[config.mk]
export PLATFORM = sky130hd
export DESIGN_NAME = fwd_hazard_ctrl
export DESIGN_NICKNAME = d
export VERILOG_FILES = /design/src/rtl/fwd_hazard_ctrl.sv
export SDC_FILE = /design/constraint.sdc
export NUM_CORES = 1
export LEC_CHECK = 0
export ABC_AREA = 1
export BUFFER_PORTS_ARGS = -buffer_cell sky130_fd_sc_hd__buf_2
export CAP_MARGIN = 10
export CORE_MARGIN = 2
export CORE_UTILIZATION = 40
export DETAILED_ROUTE_END_ITERATION = 16
export PLACE_DENSITY_LB_ADDON = 0.08
export SLEW_MARGIN = 20
export SYNTH_ARGS = -nofsm -noshare
export SYNTH_HDL_FRONTEND = slang
export SYNTH_SLANG_ARGS = --single-unit
[constraint.sdc]
create_clock -name clk_i -period 1.75 [get_ports clk_i]
set_clock_uncertainty 0.15 [all_clocks]
set_input_delay 0.0875 -clock clk_i [delete_from_list [all_inputs] [get_ports clk_i]]
set_output_delay 0.0875 -clock clk_i [all_outputs]
set_load 0.1 [all_outputs]
[src/rtl/fwd_hazard_ctrl.sv]
// Forwarding and load-use hazard control for the 5-stage pipeline.
// Tracks register-use info for EX/MEM/WB and drives the EX operand mux selects and stall.
module fwd_hazard_ctrl #(
  parameter int unsigned REG_W = 5,
  parameter int unsigned CNT_W = 16
) (
  input  logic             clk_i,
  input  logic             rst_i,
  input  logic [REG_W-1:0] id_rs_i,
  input  logic [REG_W-1:0] id_rt_i,
  input  logic [REG_W-1:0] id_dst_i,
  input  logic             id_regwrite_i,
  input  logic             id_memread_i,
  input  logic             id_uses_rs_i,
  input  logic             id_uses_rt_i,
  input  logic             flush_i,
  output logic [1:0]       fwd_a_sel_o,
  output logic [1:0]       fwd_b_sel_o,
  output logic             stall_o,
  output logic [CNT_W-1:0] stall_cnt_o
);

  localparam logic [1:0] SEL_REG = 2'b00;
  localparam logic [1:0] SEL_WB  = 2'b01;
  localparam logic [1:0] SEL_MEM = 2'b10;

  // Shadow pipeline registers; MEM-stage load flag is not needed since MEM forwarding is source-agnostic
  logic [REG_W-1:0] ex_rs_q, ex_rs_d, ex_rt_q, ex_rt_d, ex_dst_q, ex_dst_d;
  logic             ex_rw_q, ex_rw_d, ex_mr_q, ex_mr_d, ex_v_q, ex_v_d;
  logic [REG_W-1:0] mem_dst_q, mem_dst_d;
  logic             mem_rw_q, mem_rw_d, mem_v_q, mem_v_d;
  logic [REG_W-1:0] wb_dst_q, wb_dst_d;
  logic             wb_rw_q, wb_rw_d, wb_v_q, wb_v_d;
  logic [CNT_W-1:0] cnt_q, cnt_d;

  logic mem_fwd_ok, wb_fwd_ok, ex_load_ok, bubble;

  assign mem_fwd_ok = mem_v_q & mem_rw_q & (mem_dst_q != '0);
  assign wb_fwd_ok  = wb_v_q & wb_rw_q & (wb_dst_q != '0);
  assign ex_load_ok = ex_v_q & ex_mr_q & (ex_dst_q != '0);

  // Operand selects: the MEM-stage producer is the most recent, so it wins over WB
  always_comb begin
    fwd_a_sel_o = SEL_REG;
    fwd_b_sel_o = SEL_REG;
    if (mem_fwd_ok && (mem_dst_q == ex_rs_q)) begin
      fwd_a_sel_o = SEL_MEM;
    end else if (wb_fwd_ok && (wb_dst_q == ex_rs_q)) begin
      fwd_a_sel_o = SEL_WB;
    end
    if (mem_fwd_ok && (mem_dst_q == ex_rt_q)) begin
      fwd_b_sel_o = SEL_MEM;
    end else if (wb_fwd_ok && (wb_dst_q == ex_rt_q)) begin
      fwd_b_sel_o = SEL_WB;
    end
  end

  // A taken branch squashes the ID instruction, so it never stalls
  assign stall_o = ex_load_ok & !flush_i &
                   ((id_uses_rs_i & (ex_dst_q == id_rs_i)) |
                    (id_uses_rt_i & (ex_dst_q == id_rt_i)));

  assign bubble      = stall_o | flush_i;
  assign stall_cnt_o = cnt_q;

  always_comb begin
    ex_rs_d   = id_rs_i;
    ex_rt_d   = id_rt_i;
    ex_dst_d  = id_dst_i;
    ex_rw_d   = id_regwrite_i;
    ex_mr_d   = id_memread_i;
    ex_v_d    = 1'b1;
    mem_dst_d = ex_dst_q;
    mem_rw_d  = ex_rw_q;
    mem_v_d   = ex_v_q;
    wb_dst_d  = mem_dst_q;
    wb_rw_d   = mem_rw_q;
    wb_v_d    = mem_v_q;
    cnt_d     = cnt_q;
    if (bubble) begin
      ex_rs_d  = '0;
      ex_rt_d  = '0;
      ex_dst_d = '0;
      ex_rw_d  = 1'b0;
      ex_mr_d  = 1'b0;
      ex_v_d   = 1'b0;
    end
    if (stall_o && (cnt_q != {CNT_W{1'b1}})) begin
      cnt_d = cnt_q + CNT_W'(1);
    end
  end

  always_ff @(posedge clk_i) begin
    if (rst_i) begin
      ex_rs_q   <= '0;
      ex_rt_q   <= '0;
      ex_dst_q  <= '0;
      ex_rw_q   <= 1'b0;
      ex_mr_q   <= 1'b0;
      ex_v_q    <= 1'b0;
      mem_dst_q <= '0;
      mem_rw_q  <= 1'b0;
      mem_v_q   <= 1'b0;
      wb_dst_q  <= '0;
      wb_rw_q   <= 1'b0;
      wb_v_q    <= 1'b0;
      cnt_q     <= '0;
    end else begin
      ex_rs_q   <= ex_rs_d;
      ex_rt_q   <= ex_rt_d;
      ex_dst_q  <= ex_dst_d;
      ex_rw_q   <= ex_rw_d;
      ex_mr_q   <= ex_mr_d;
      ex_v_q    <= ex_v_d;
      mem_dst_q <= mem_dst_d;
      mem_rw_q  <= mem_rw_d;
      mem_v_q   <= mem_v_d;
      wb_dst_q  <= wb_dst_d;
      wb_rw_q   <= wb_rw_d;
      wb_v_q    <= wb_v_d;
      cnt_q     <= cnt_d;
    end
  end

endmodule

==> results of run 1 <==
final cells by class:
type | count | area, um^2
inverters | 55 | 214
multi-input cells | 238 | 1400
fillers | 579 | 2460
well taps | 75 | 93.8
repair buffers | 69 | 572
clock inverters | 2 | 12.5
flip-flops and latches | 48 | 1040
clock buffers | 6 | 93.8
worst max-delay path, cell delays in order, from the launching register on:
cell and delay, ns:
dfxtp_4 0.39, nor3_2 0.19, nand3_2 0.11, nand3_4 0.10, nor4_4 0.05, buf_4 0.16, nor2_4 0.09, buf_12 0.18
registers in the layout, indices dropped and copies added (netlist names):
name,count
wb_dst_q,5
ex_mr_q,1
mem_v_q,1
mem_rw_q,1
ex_rt_q,5
wb_v_q,1
mem_dst_q,5
stall_cnt_o,16
ex_rs_q,5
ex_dst_q,5
ex_rw_q,1
ex_v_q,1
wb_rw_q,1
per-stage QoR:
step	setup slack, ns	setup TNS (ns)	std cells	hold slack, ns	power (W)
after floorplan	-0.571	-4.02	348	0.0423	0.00125
after global placement	0.0971	0	461	0.151	0.00130
after detailed placement	0.0843	0	461	0.154	0.00130
after CTS	-0.0557	-0.129	489	0.0267	0.00209
after global routing	-0.144	-0.651	493	0.0462	0.00218
final	-0.0664	-0.130	493	0.0249	0.00208
path summary, 6_finish.rpt:
path	to	cells past startpoint	slack, ns
max	fwd_a_sel_o[0]	7	-0.07
min	ex_rt_q[2]$_SDFF_PP0_	3	0.02
max reg2reg	ex_rs_q[2]$_SDFF_PP0_	10	0.06
min reg2reg	mem_rw_q$_SDFF_PP0_	2	0.26
where the power goes:
part / switching (W) / internal [W] / leakage [nW]
logic: 0.000109 / 0.000108 / 1.15
registers: 0.0000271 / 0.00109 / 0.410
clock network: 0.000378 / 0.000366 / 0.0523
total: 0.000514 / 0.00156 / 1.61
cells in the final DEF, fill, tap and decap left out, types with 4 or more instances in the layout:
cell            n
dfxtp_1        17
buf_12          7
dfxtp_4        18
nand2_1        68
nor2_4          4
nor2_1         70
nor2_2          6
xor2_1         12
nand4_1        17
buf_2          35
dfxtp_2        13
buf_4           8
nand3_2         7
dlygate4sd3_1  16
clkbuf_8        5
inv_2           6
nand3_1        12
nand2_2         9
xnor2_1         8
inv_1          47
cell usage after synthesis, types with 3 or more instances:
cell type / number / area share [%]
a21oi_1: 3 / 0.62
dfxtp_1: 48 / 40
inv_1: 50 / 7.8
inv_2: 4 / 0.62
nand2_1: 75 / 12
nand2_2: 3 / 0.78
nand3_1: 20 / 4.2
nand4_1: 17 / 4.4
nor2_1: 76 / 12
nor3_1: 4 / 0.83
xnor2_1: 12 / 4.4
xor2_1: 12 / 4.4
cell families after synthesis:
logic type | synth area share [%]
and+or+nand+nor | 38.2
AOI/OAI and AO/OA | 1.76
DFF | 39.9
xor gates and xnor gates | 8.72
buffers and inverters | 10.9
adders and majority gates | 0.519
metal layers:
layer	wire length (um)	share of wire, %	vias to the layer above	track usage, %
met2	2530	46	54	27.9
met5	0	0	-	0
li1	-	-	1209	-
met3	293	5.3	5	3.30
met4	65	1.2	0	5.00
met1	2650	48	1019	24.3
timing repair:
action | in CTS | in global routing
hold endpoints to repair | 18 | 0
endpoints found under the setup margin | 4 | 20
pin swaps | 4 | 17
cloned | 0 | 1
buffers inserted | 2 | 6
hold buffers | 18 | 0
resized for setup | 8 | 28
==> metrics.csv, run 1 <==
stage,metric,value,unit
logic_synthesis,syn_nets,371,
timing,pins_over_their_slew_limit,0,
pwr,cell_pwr_density,607,nW/um^2
die,core,5890,um^2
run_status,outcome,"finished, violations left",
clock_tree,cts_inserted_buffers,5,
worst_setup_path,critical_path_start_type,register,
final_layout,n_antenna_cell,0,
worst_hold_path,hold_path.class,input pin to register,
worst_setup_path,critical_path_peak_fanout,4,
pwr,power.leakage,1.61,nW
timing,finalHoldViolations,0,
worst_setup_path,critical_path.reg2reg.startpoint,ex_dst_q[4]$_SDFF_PP0_,
worst_hold_path,min-delay-start,id_rt_i[2],
timing,clock.fmax,551,MHz
global_routing,grt_pass1_wl,9060,um
logic_synthesis,synth_ff_type,dfxtp_1,
timing,timing.final.ws_setup,-0.0664,ns
final_layout,layout.cell_area.non_filler,3430,um^2
die,die_width,81.6,um
logic_synthesis,synthDistinctLibCells,28,
logic_synthesis,mappedNetlistArea,2410,um^2
timing,setup_viol_count_final,3,
global_routing,via_count_of_the_first_global_routing_pass,2034,
clock_tree,cts_clk_pin_slew_worst_paths,0.09,ns
timing,worstMarginPinSlew,0.490,ns
detailed_routing,dr.first_iter.drc_count,117,
job,drv_cap,0,
logic_synthesis,yosys_warnings,0,
pwr,power.ir.vdd_worst,0.442,mV
detailed_routing,detail_route.wirelength,5540,um
die,floorplan.die.height,81.6,um
clock_tree,clock_tree.root_cell,clkbuf_8,
timing,fin_crit,1.82,ns
detailed_routing,route.vias.total,2287,
detailed_routing,wl_per_cell,11.2,um
logic_synthesis,syn_inst,348,
die,std_cell_rows,28,
timing,final.period_utilization,104,%
detailed_routing,first_pass_iters,4,
global_routing,overall_fraction_of_global_route_tracks_in_use,17.5,%
worst_setup_path,worstPathRequired,1.51,ns
final_layout,areaGrowthSynthToFinish,42.1,%
die,ioPinCount,43,
clock_tree,max-clock-path-buffers,2,
worst_setup_path,end_kind,output port,
clock_tree,tritoncts,yes,
detailed_routing,antenna_left,0,
die,floorplan.die_area,6660,um^2
place,io_buffers,42,
logic_synthesis,ys_seq_elements,48,
logic_synthesis,post_synthesis_average_cell_area,6.93,um^2
logic_synthesis,synth_enable_flop_cells,0,
global_routing,grt_max_degree,27,
final_layout,num-nets-final,440,
clock_tree,worst_skew_pair.late_latency,0.30,ns
final_layout,final_core_util,58.2,%
clock_tree,clkSinkCount,48,
worst_setup_path,timing_worst_setup_path_type,register to output port,
detailed_routing,remaining_drc_errors,0,
global_routing,number_of_antenna_violations_at_the_first_check_in_global_routing,0,
run_status,violations,negative setup slack,
place,post_dp_cell_area,2960,um^2
detailed_routing,viasPerCell,4.64,
timing,slew_headroom,67.6,%
worst_setup_path,startpoint,mem_dst_q[4]$_SDFF_PP0_,
die,start_util,41.0,%
logic_synthesis,ys_async_sr_fraction,0,%
place,post-dp-hpwl,4020,um
timing,unrepaired_setup_endpoints_after_global_routing,true,
logic_synthesis,synth-seq-area-share,39.9,%
final_layout,ratio_of_cells_with_drive_above_1_in_the_final_layout,33.7,%
worst_setup_path,critPathArrivalTime,1.58,ns
global_routing,sum_of_overflow_across_all_layers_after_global_routing,0,
place,gpl.final_weighted_congestion,0.817,
clock_tree,clock_tree.htree_level_count,2,
Power figures use the tool's default switching activity.
==> inputs of run 2 (changes only) <==
- BUFFER_PORTS_ARGS: -buffer_cell sky130_fd_sc_hd__buf_2 -> default
- CORE_ASPECT_RATIO: default -> 0.5
- CORE_UTILIZATION: 40 -> 55
- DONT_BUFFER_PORTS: default -> 1
==> run 2 against run 1 <==
Effect of this change:
- the run still ends with negative setup slack left
- utilization grew 26 points
- wire length is 41% higher
- critical endpoint is now fwd_b_sel_o[0]
- highest routed layer unchanged
- first-iteration DRC count up 25%
==> metrics.csv, run 2 (synthesis results as in run 1) <==
stage,metric,value,unit,change
timing,timing.final.ws_setup,-0.217,ns,-0.151 ns
final_layout,n_antenna_cell,0,,unchanged
detailed_routing,remaining_drc_errors,0,,unchanged
final_layout,num-nets-final,427,,-3.0%
place,setup_slack_placement,-0.0212,ns,-0.106 ns
final_layout,most_common_cell_after_layout_fill_and_taps_aside,nand2_1,,
detailed_routing,viasPerCell,5.45,,+17%
worst_setup_path,critical_path_start_type,register,,
worst_hold_path,hold_path.class,input pin to register,,
final_layout,ratio_of_cells_with_drive_above_1_in_the_final_layout,29.9,%,-3.9 points
clock_tree,tritoncts,yes,,
die,start_util,59.6,%,+19 points
clock_tree,worst_skew_pair.late_latency,0.32,ns,+0.02 ns
worst_setup_path,worstPathCellList,nor3_1 -> nand2_1 -> nand3_1 -> inv_1 -> nand4_1 -> nor2_4 -> buf_12,,
timing,unrepaired_setup_endpoints_after_global_routing,true,,
worst_setup_path,timing_worst_setup_path_type,register to output port,,
place,cell_total_after_placement,419,,-9.1%
worst_hold_path,hold_path_end,stall_cnt_o[15]$_SDFFE_PP0P_,,
place,io_buffers,0,,-100%
worst_setup_path,cp_num_buf_inv,2,,unchanged
clock_tree,cts_clk_pin_slew_worst_paths,0.11,ns,+0.02 ns
timing,final.period_utilization,112,%,+8.6 points
pwr,cell_pwr_density,651,nW/um^2,+7.2%
clock_tree,max-clock-path-buffers,2,,unchanged
timing,worstMarginPinSlew,0.872,ns,+0.382 ns
run_status,violations,negative setup slack,,
detailed_routing,dr.first_iter.drc_count,146,,+25%
global_routing,number_of_antenna_violations_at_the_first_check_in_global_routing,0,,unchanged
worst_setup_path,critical_path.reg2reg.startpoint,ex_dst_q[4]$_SDFF_PP0_,,
timing,slew_headroom,41.9,%,-26 points
worst_setup_path,worstPathRequired,1.51,ns,about the same
clock_tree,clock_tree.htree_level_count,2,,unchanged
worst_hold_path,whs_path_depth,6,,+3
global_routing,grt_max_degree,21,,-22%
timing,setup_viol_count_final,25,,+22
worst_setup_path,reg2reg_setup_slack,-0.11,ns,-0.17 ns
die,die_width,97.6,um,+20%
global_routing,grt_pass1_wl,10300,um,+14%
die,floorplan.die.height,50.8,um,-38%
clock_tree,clkSinkCount,48,,unchanged
place,post-dp-hpwl,3770,um,-6.3%
worst_setup_path,critPathArrivalTime,1.73,ns,+0.15 ns
detailed_routing,wl_per_cell,17.0,um,+51%
final_layout,areaGrowthSynthToFinish,40.9,%,
die,ioPinCount,43,,unchanged
pwr,power.ir.vdd_worst,0.544,mV,+23%
detailed_routing,first_pass_iters,5,,+1
place,gpl.final_weighted_congestion,0.857,,+5.0%
timing,finalHoldViolations,0,,unchanged
worst_setup_path,critPathMaxStageDelay,0.44,ns,+0.05 ns
worst_setup_path,timing.critical_path.slowest_stage_cell,dfxtp_1,,
final_layout,layoutNonFillerInstCount,459,,-6.9%
timing,whs,0.138,ns,+0.113 ns
global_routing,sum_of_overflow_across_all_layers_after_global_routing,0,,unchanged
worst_hold_path,min-delay-start,id_uses_rs_i,,
global_routing,overall_fraction_of_global_route_tracks_in_use,26.1,%,+8.6 points
final_layout,largest_register_ffs,16,,unchanged
clock_tree,cts_inserted_buffers,5,,unchanged
worst_setup_path,critPathTopFamily,simple AND/OR/NAND/NOR gates,,
detailed_routing,route.vias.total,2500,,+9.3%
final_layout,n_fill_cell,215,,-63%
job,drv_cap,0,,unchanged
timing,clock.fmax,508,MHz,-7.7%
detailed_routing,detail_route.wirelength,7800,um,+41%
pwr,power.leakage,1.58,nW,-2.3%
worst_setup_path,regToRegEndpoint,ex_rt_q[4]$_SDFF_PP0_,,
die,core,4040,um^2,-31%
detailed_routing,antenna_left,0,,unchanged
worst_setup_path,end_kind,output port,,
global_routing,via_count_of_the_first_global_routing_pass,2303,,+13%
timing,fin_crit,1.97,ns,+0.151 ns
worst_setup_path,critical_path_peak_fanout,3,,-1
worst_setup_path,worst-r2r-cell-count,10,,unchanged
run_status,outcome,"finished, violations left",,
die,std_cell_rows,16,,-43%
final_layout,mostFrequentLayoutCells,"nand2_1, nor2_1, inv_1",,
die,floorplan.die_area,4960,um^2,-26%
timing,pins_over_their_slew_limit,0,,unchanged
clock_tree,clock_tree.root_cell,clkbuf_8,,
-- run 2: cell types whose count changed in the layout (fill, tap and decap cells not counted), sizes merged --
| cell | previous run | this run |
|---|---|---|
| buf | 51 | 30 |
| dlygate4sd3 | 16 | 25 |
| inv | 55 | 57 |
| bufinv | 0 | 1 |
| clkbuf | 6 | 5 |
| clkinv | 1 | 0 |
| clkinvlp | 1 | 0 |
| dlymetal6s4s | 2 | 1 |
-- run 2: power by group --
part | internal [W] | switching [W] | leakage [nW]
logic | 0.0000946 | 0.000131 | 1.11
registers | 0.00109 | 0.0000316 | 0.413
clock network | 0.000433 | 0.000432 | 0.0591
total | 0.00162 | 0.000594 | 1.58
-- run 2: worst min-delay path, stage by stage --
cell	delay [ns]
nand2_1	0.06
nor2_2	0.06
nand3_4	0.09
nand2_4	0.09
nand4_1	0.12
a21oi_2	0.05
-- run 2: worst max path at each step --
stage	start	to	slack [ns]	cells after the start
finish	wb_dst_q[3]$_SDFF_PP0_	fwd_b_sel_o[0]	-0.22	7
global route	wb_dst_q[3]$_SDFF_PP0_	fwd_b_sel_o[0]	-0.27	7
CTS	mem_dst_q[4]$_SDFF_PP0_	fwd_a_sel_o[1]	-0.08	4
detailed placement	ex_dst_q[3]$_SDFF_PP0_	stall_cnt_o[10]$_SDFFE_PP0P_	-0.02	11
global placement	ex_dst_q[3]$_SDFF_PP0_	stall_cnt_o[13]$_SDFFE_PP0P_	0.03	10
floorplan	mem_dst_q[2]$_SDFF_PP0_	fwd_a_sel_o[0]	-0.57	5
-- run 2: metal layers --
| layer | share of wire (%) | up-vias | routed length [um] | GRT usage [%] |
|---|---|---|---|---|
| li1 | - | 1183 | - | - |
| met1 | 43 | 1175 | 3350 | 32.0 |
| met2 | 47 | 117 | 3660 | 47.7 |
| met3 | 6.9 | 25 | 540 | 6.16 |
| met4 | 3.1 | 0 | 242 | 6.02 |
| met5 | 0 | - | 0 | 0 |
-- run 2: cell type report --
type,instances,area (um^2),area share [%]
Clock buffer,5,68.8,2.03
Clock inverter,3,45.0,1.33
Inverter,55,214,6.30
Multi-Input combinational cell,238,1400,41.3
Sequential cell,48,1050,31.0
Tap cell,54,67.6,1.99
Timing Repair Buffer,56,546,16.1
-- run 2: what timing repair did --
action                                  4_1_cts  5_1_grt
endpoints found under the hold margin        48        0
setup buffers                                 1        5
hold buffers                                 26        0
gates resized for setup                      16       29
cloned                                        0        1
pin swaps                                     9       17
endpoints found under the setup margin       13       39
-- run 2: through the flow --
step / power (W) / util, % / instance area, um^2 / TNS [ns]
finish: 0.00221 / 84.0 / 3400 / -1.98
global placement: 0.00126 / 69.6 / 2810 / 0
global route: 0.00226 / 84.0 / 3400 / -5.08
CTS: 0.00214 / 80.7 / 3260 / -1.22
detailed placement: 0.00126 / 69.6 / 2810 / -0.0454
floorplan: 0.00125 / - / 2570 / -4.02
==> inputs of run 3 (changes only) <==
- MAX_ROUTING_LAYER: default -> met4
==> run 3 against run 2 <==
Effect of this change:
- the flow still finishes with violations (negative setup slack)
- clock-buffer cell count did not move
- final cell count did not move
- worst setup slack got worse by 0.0077 ns
- utilization did not move
- critical path depth fell by 2
==> metrics.csv, run 3 (synthesis results as in run 1) <==
stage,metric,value,unit,change
run_status,outcome,"finished, violations left",,
run_status,violations,negative setup slack,,
global_routing,overall_fraction_of_global_route_tracks_in_use,26.9,%,+0.77 points
clock_tree,worst_skew_pair.late_latency,0.32,ns,about the same
place,setup_slack_placement,-0.0212,ns,unchanged
detailed_routing,viasPerCell,5.49,,+0.72%
clock_tree,max-clock-path-buffers,2,,unchanged
timing,worstMarginPinSlew,0.864,ns,-0.00739 ns
detailed_routing,remaining_drc_errors,0,,unchanged
worst_setup_path,critPathMaxStageDelay,0.36,ns,-0.08 ns
global_routing,via_count_of_the_first_global_routing_pass,2299,,-0.17%
worst_setup_path,worstPathCellList,xor2_1 -> nor3_1 -> nand4_1 -> nor2_4 -> buf_12,,
timing,fin_crit,1.97,ns,+0.00766 ns
timing,clock.fmax,506,MHz,-0.39%
final_layout,num-nets-final,427,,unchanged
final_layout,n_fill_cell,215,,unchanged
worst_setup_path,critPathTopFamily,simple AND/OR/NAND/NOR gates,,
worst_setup_path,cp_num_buf_inv,1,,-1
detailed_routing,wl_per_cell,17.0,um,+0.22%
timing,slew_headroom,42.4,%,+0.49 points
worst_setup_path,critical_path_start_type,register,,
worst_setup_path,regToRegEndpoint,ex_rt_q[4]$_SDFF_PP0_,,
final_layout,ratio_of_cells_with_drive_above_1_in_the_final_layout,29.9,%,unchanged
final_layout,layout.cell_area.non_filler,3400,um^2,unchanged
worst_hold_path,hold_path.class,input pin to register,,
worst_setup_path,critical_path.reg2reg.startpoint,ex_dst_q[4]$_SDFF_PP0_,,
timing,whs,0.138,ns,-0.0000370 ns
clock_tree,cts_inserted_buffers,5,,unchanged
die,std_cell_rows,16,,unchanged
timing,unrepaired_setup_endpoints_after_global_routing,true,,
final_layout,most_common_cell_after_layout_fill_and_taps_aside,nand2_1,,
worst_setup_path,setup.worst_path.end,fwd_b_sel_o[0],,
timing,finalHoldViolations,0,,unchanged
global_routing,grt_pass1_wl,10300,um,unchanged
worst_setup_path,worst-r2r-cell-count,10,,unchanged
detailed_routing,route.vias.total,2518,,+0.72%
place,gpl.final_weighted_congestion,0.871,,+1.6%
pwr,p_comb_share,10.2,%,about the same
timing,setup_viol_count_final,25,,unchanged
clock_tree,cts_clk_pin_slew_worst_paths,0.10,ns,about the same
detailed_routing,antenna_left,0,,unchanged
worst_setup_path,cp.depth,5,,-2
pwr,power.ir.vdd_worst,0.545,mV,+0.16%
worst_setup_path,end_kind,output port,,
die,floorplan.die.height,50.8,um,unchanged
clock_tree,clock_tree.root_cell,clkbuf_8,,
pwr,cell_pwr_density,649,nW/um^2,-0.24%
clock_tree,clock_tree.htree_level_count,2,,unchanged
worst_hold_path,whs_path_depth,6,,unchanged
place,io_buffers,0,,unchanged
global_routing,grt_max_degree,21,,unchanged
detailed_routing,detail_route.wirelength,7820,um,+0.22%
die,ioPinCount,43,,unchanged
final_layout,areaGrowthSynthToFinish,40.9,%,unchanged
detailed_routing,dr.first_iter.drc_count,146,,unchanged
global_routing,sum_of_overflow_across_all_layers_after_global_routing,0,,unchanged
place,post-dp-hpwl,3770,um,unchanged
job,drv_cap,0,,unchanged
pwr,power_frac_clock,38.9,%,-0.2 points
pwr,total_switching_power,0.000589,W,-0.88%
pwr,switching_share,26.7,%,-0.17 points
die,core,4040,um^2,unchanged
timing,timing.final.ws_setup,-0.225,ns,-0.00766 ns
worst_setup_path,timing_worst_setup_path_type,register to output port,,
worst_setup_path,critPathArrivalTime,1.74,ns,about the same
global_routing,number_of_antenna_violations_at_the_first_check_in_global_routing,0,,unchanged
pwr,power.sequential.fraction,50.8,%,about the same
timing,pins_over_their_slew_limit,0,,unchanged
worst_setup_path,worstPathRequired,1.51,ns,about the same
timing,fin_tns_setup,-2.26,ns,-0.280 ns
die,start_util,59.6,%,unchanged
worst_setup_path,reg2reg_setup_slack,-0.12,ns,about the same
die,floorplan.die_area,4960,um^2,unchanged
worst_setup_path,timing.critical_path.slowest_stage_cell,dfxtp_2,,
final_layout,largest_register_ffs,16,,unchanged
worst_setup_path,startpoint,wb_dst_q[0]$_SDFF_PP0_,,
detailed_routing,first_pass_iters,6,,+1
place,post_dp_cell_area,2810,um^2,unchanged
final_layout,mostFrequentLayoutCells,"nand2_1, nor2_1, inv_1",,
worst_setup_path,critical_path_peak_fanout,3,,unchanged
final_layout,n_antenna_cell,0,,unchanged
die,die_width,97.6,um,unchanged
pwr,cellInternalPower,0.00162,W,about the same
timing,final.period_utilization,113,%,+0.44 points
clock_tree,clkSinkCount,48,,unchanged
clock_tree,tritoncts,yes,,
pwr,power.leakage,1.58,nW,unchanged
## run 3: cell counts in the layout (fill, tap and decap cells not counted)
Identical to the previous run, type by type.
## run 3: repair_timing
action	4_1_cts	5_1_grt
pin swaps	9	17
hold buffers	26	0
endpoints found under the setup margin	13	39
resized for setup	16	29
setup buffers	1	5
endpoints found under the hold margin	48	0
gates cloned	0	1
## run 3: cell type report
cell class	count	area (um^2)	area share, %
sequential	48	1050	31.0
tap	54	67.6	1.99
inverter	55	214	6.30
timing repair buffer	56	546	16.1
clock buffer	5	68.8	2.03
clock inverter	3	45.0	1.33
multi-input combinational	238	1400	41.3
## run 3: stage by stage
stage	util [%]	power (W)	instances
after floorplan	-	0.00125	348
final	84.0	0.00221	459
after CTS	80.7	0.00214	454
after global routing	84.0	0.00226	459
after global placement	69.6	0.00126	419
after detailed placement	69.6	0.00126	419
## run 3: worst min-delay path, stage by stage
cell and delay [ns]:
nand2_1 0.06, nor2_2 0.06, nand3_4 0.09, nand2_4 0.09, nand4_1 0.12, a21oi_2 0.06
## run 3: metal layers
metal	part of all wire, %	global-route usage [%]	routed length (um)
met5	0	-	0
met3	6.5	6.02	510
met4	3.4	6.02	263
met1	43	32.2	3360
met2	47	47.6	3680
## run 3: power by group through the flow
stage / clock network, W / registers, W / logic (W)
3_3_place_gp: 0 / 0.00114 / 0.000119
3_5_place_dp: 0 / 0.00114 / 0.000122
2_1_floorplan: 0 / 0.00114 / 0.000113
4_1_cts: 0.000843 / 0.00112 / 0.000177
5_1_grt: 0.000900 / 0.00112 / 0.000238
6_report: 0.000859 / 0.00112 / 0.000226
## run 3: worst min-delay path by stage
stage	slack (ns)	endpoint	from
finish	0.14	stall_cnt_o[15]$_SDFFE_PP0P_	id_uses_rs_i
global route	0.17	stall_cnt_o[15]$_SDFFE_PP0P_	id_uses_rs_i
CTS	0.21	mem_dst_q[2]$_SDFF_PP0_	rst_i
detailed placement	-0.005	stall_cnt_o[15]$_SDFFE_PP0P_	rst_i
global placement	-0.002	stall_cnt_o[15]$_SDFFE_PP0P_	rst_i
floorplan	0.04	ex_dst_q[1]$_SDFF_PP0_	id_dst_i[1]
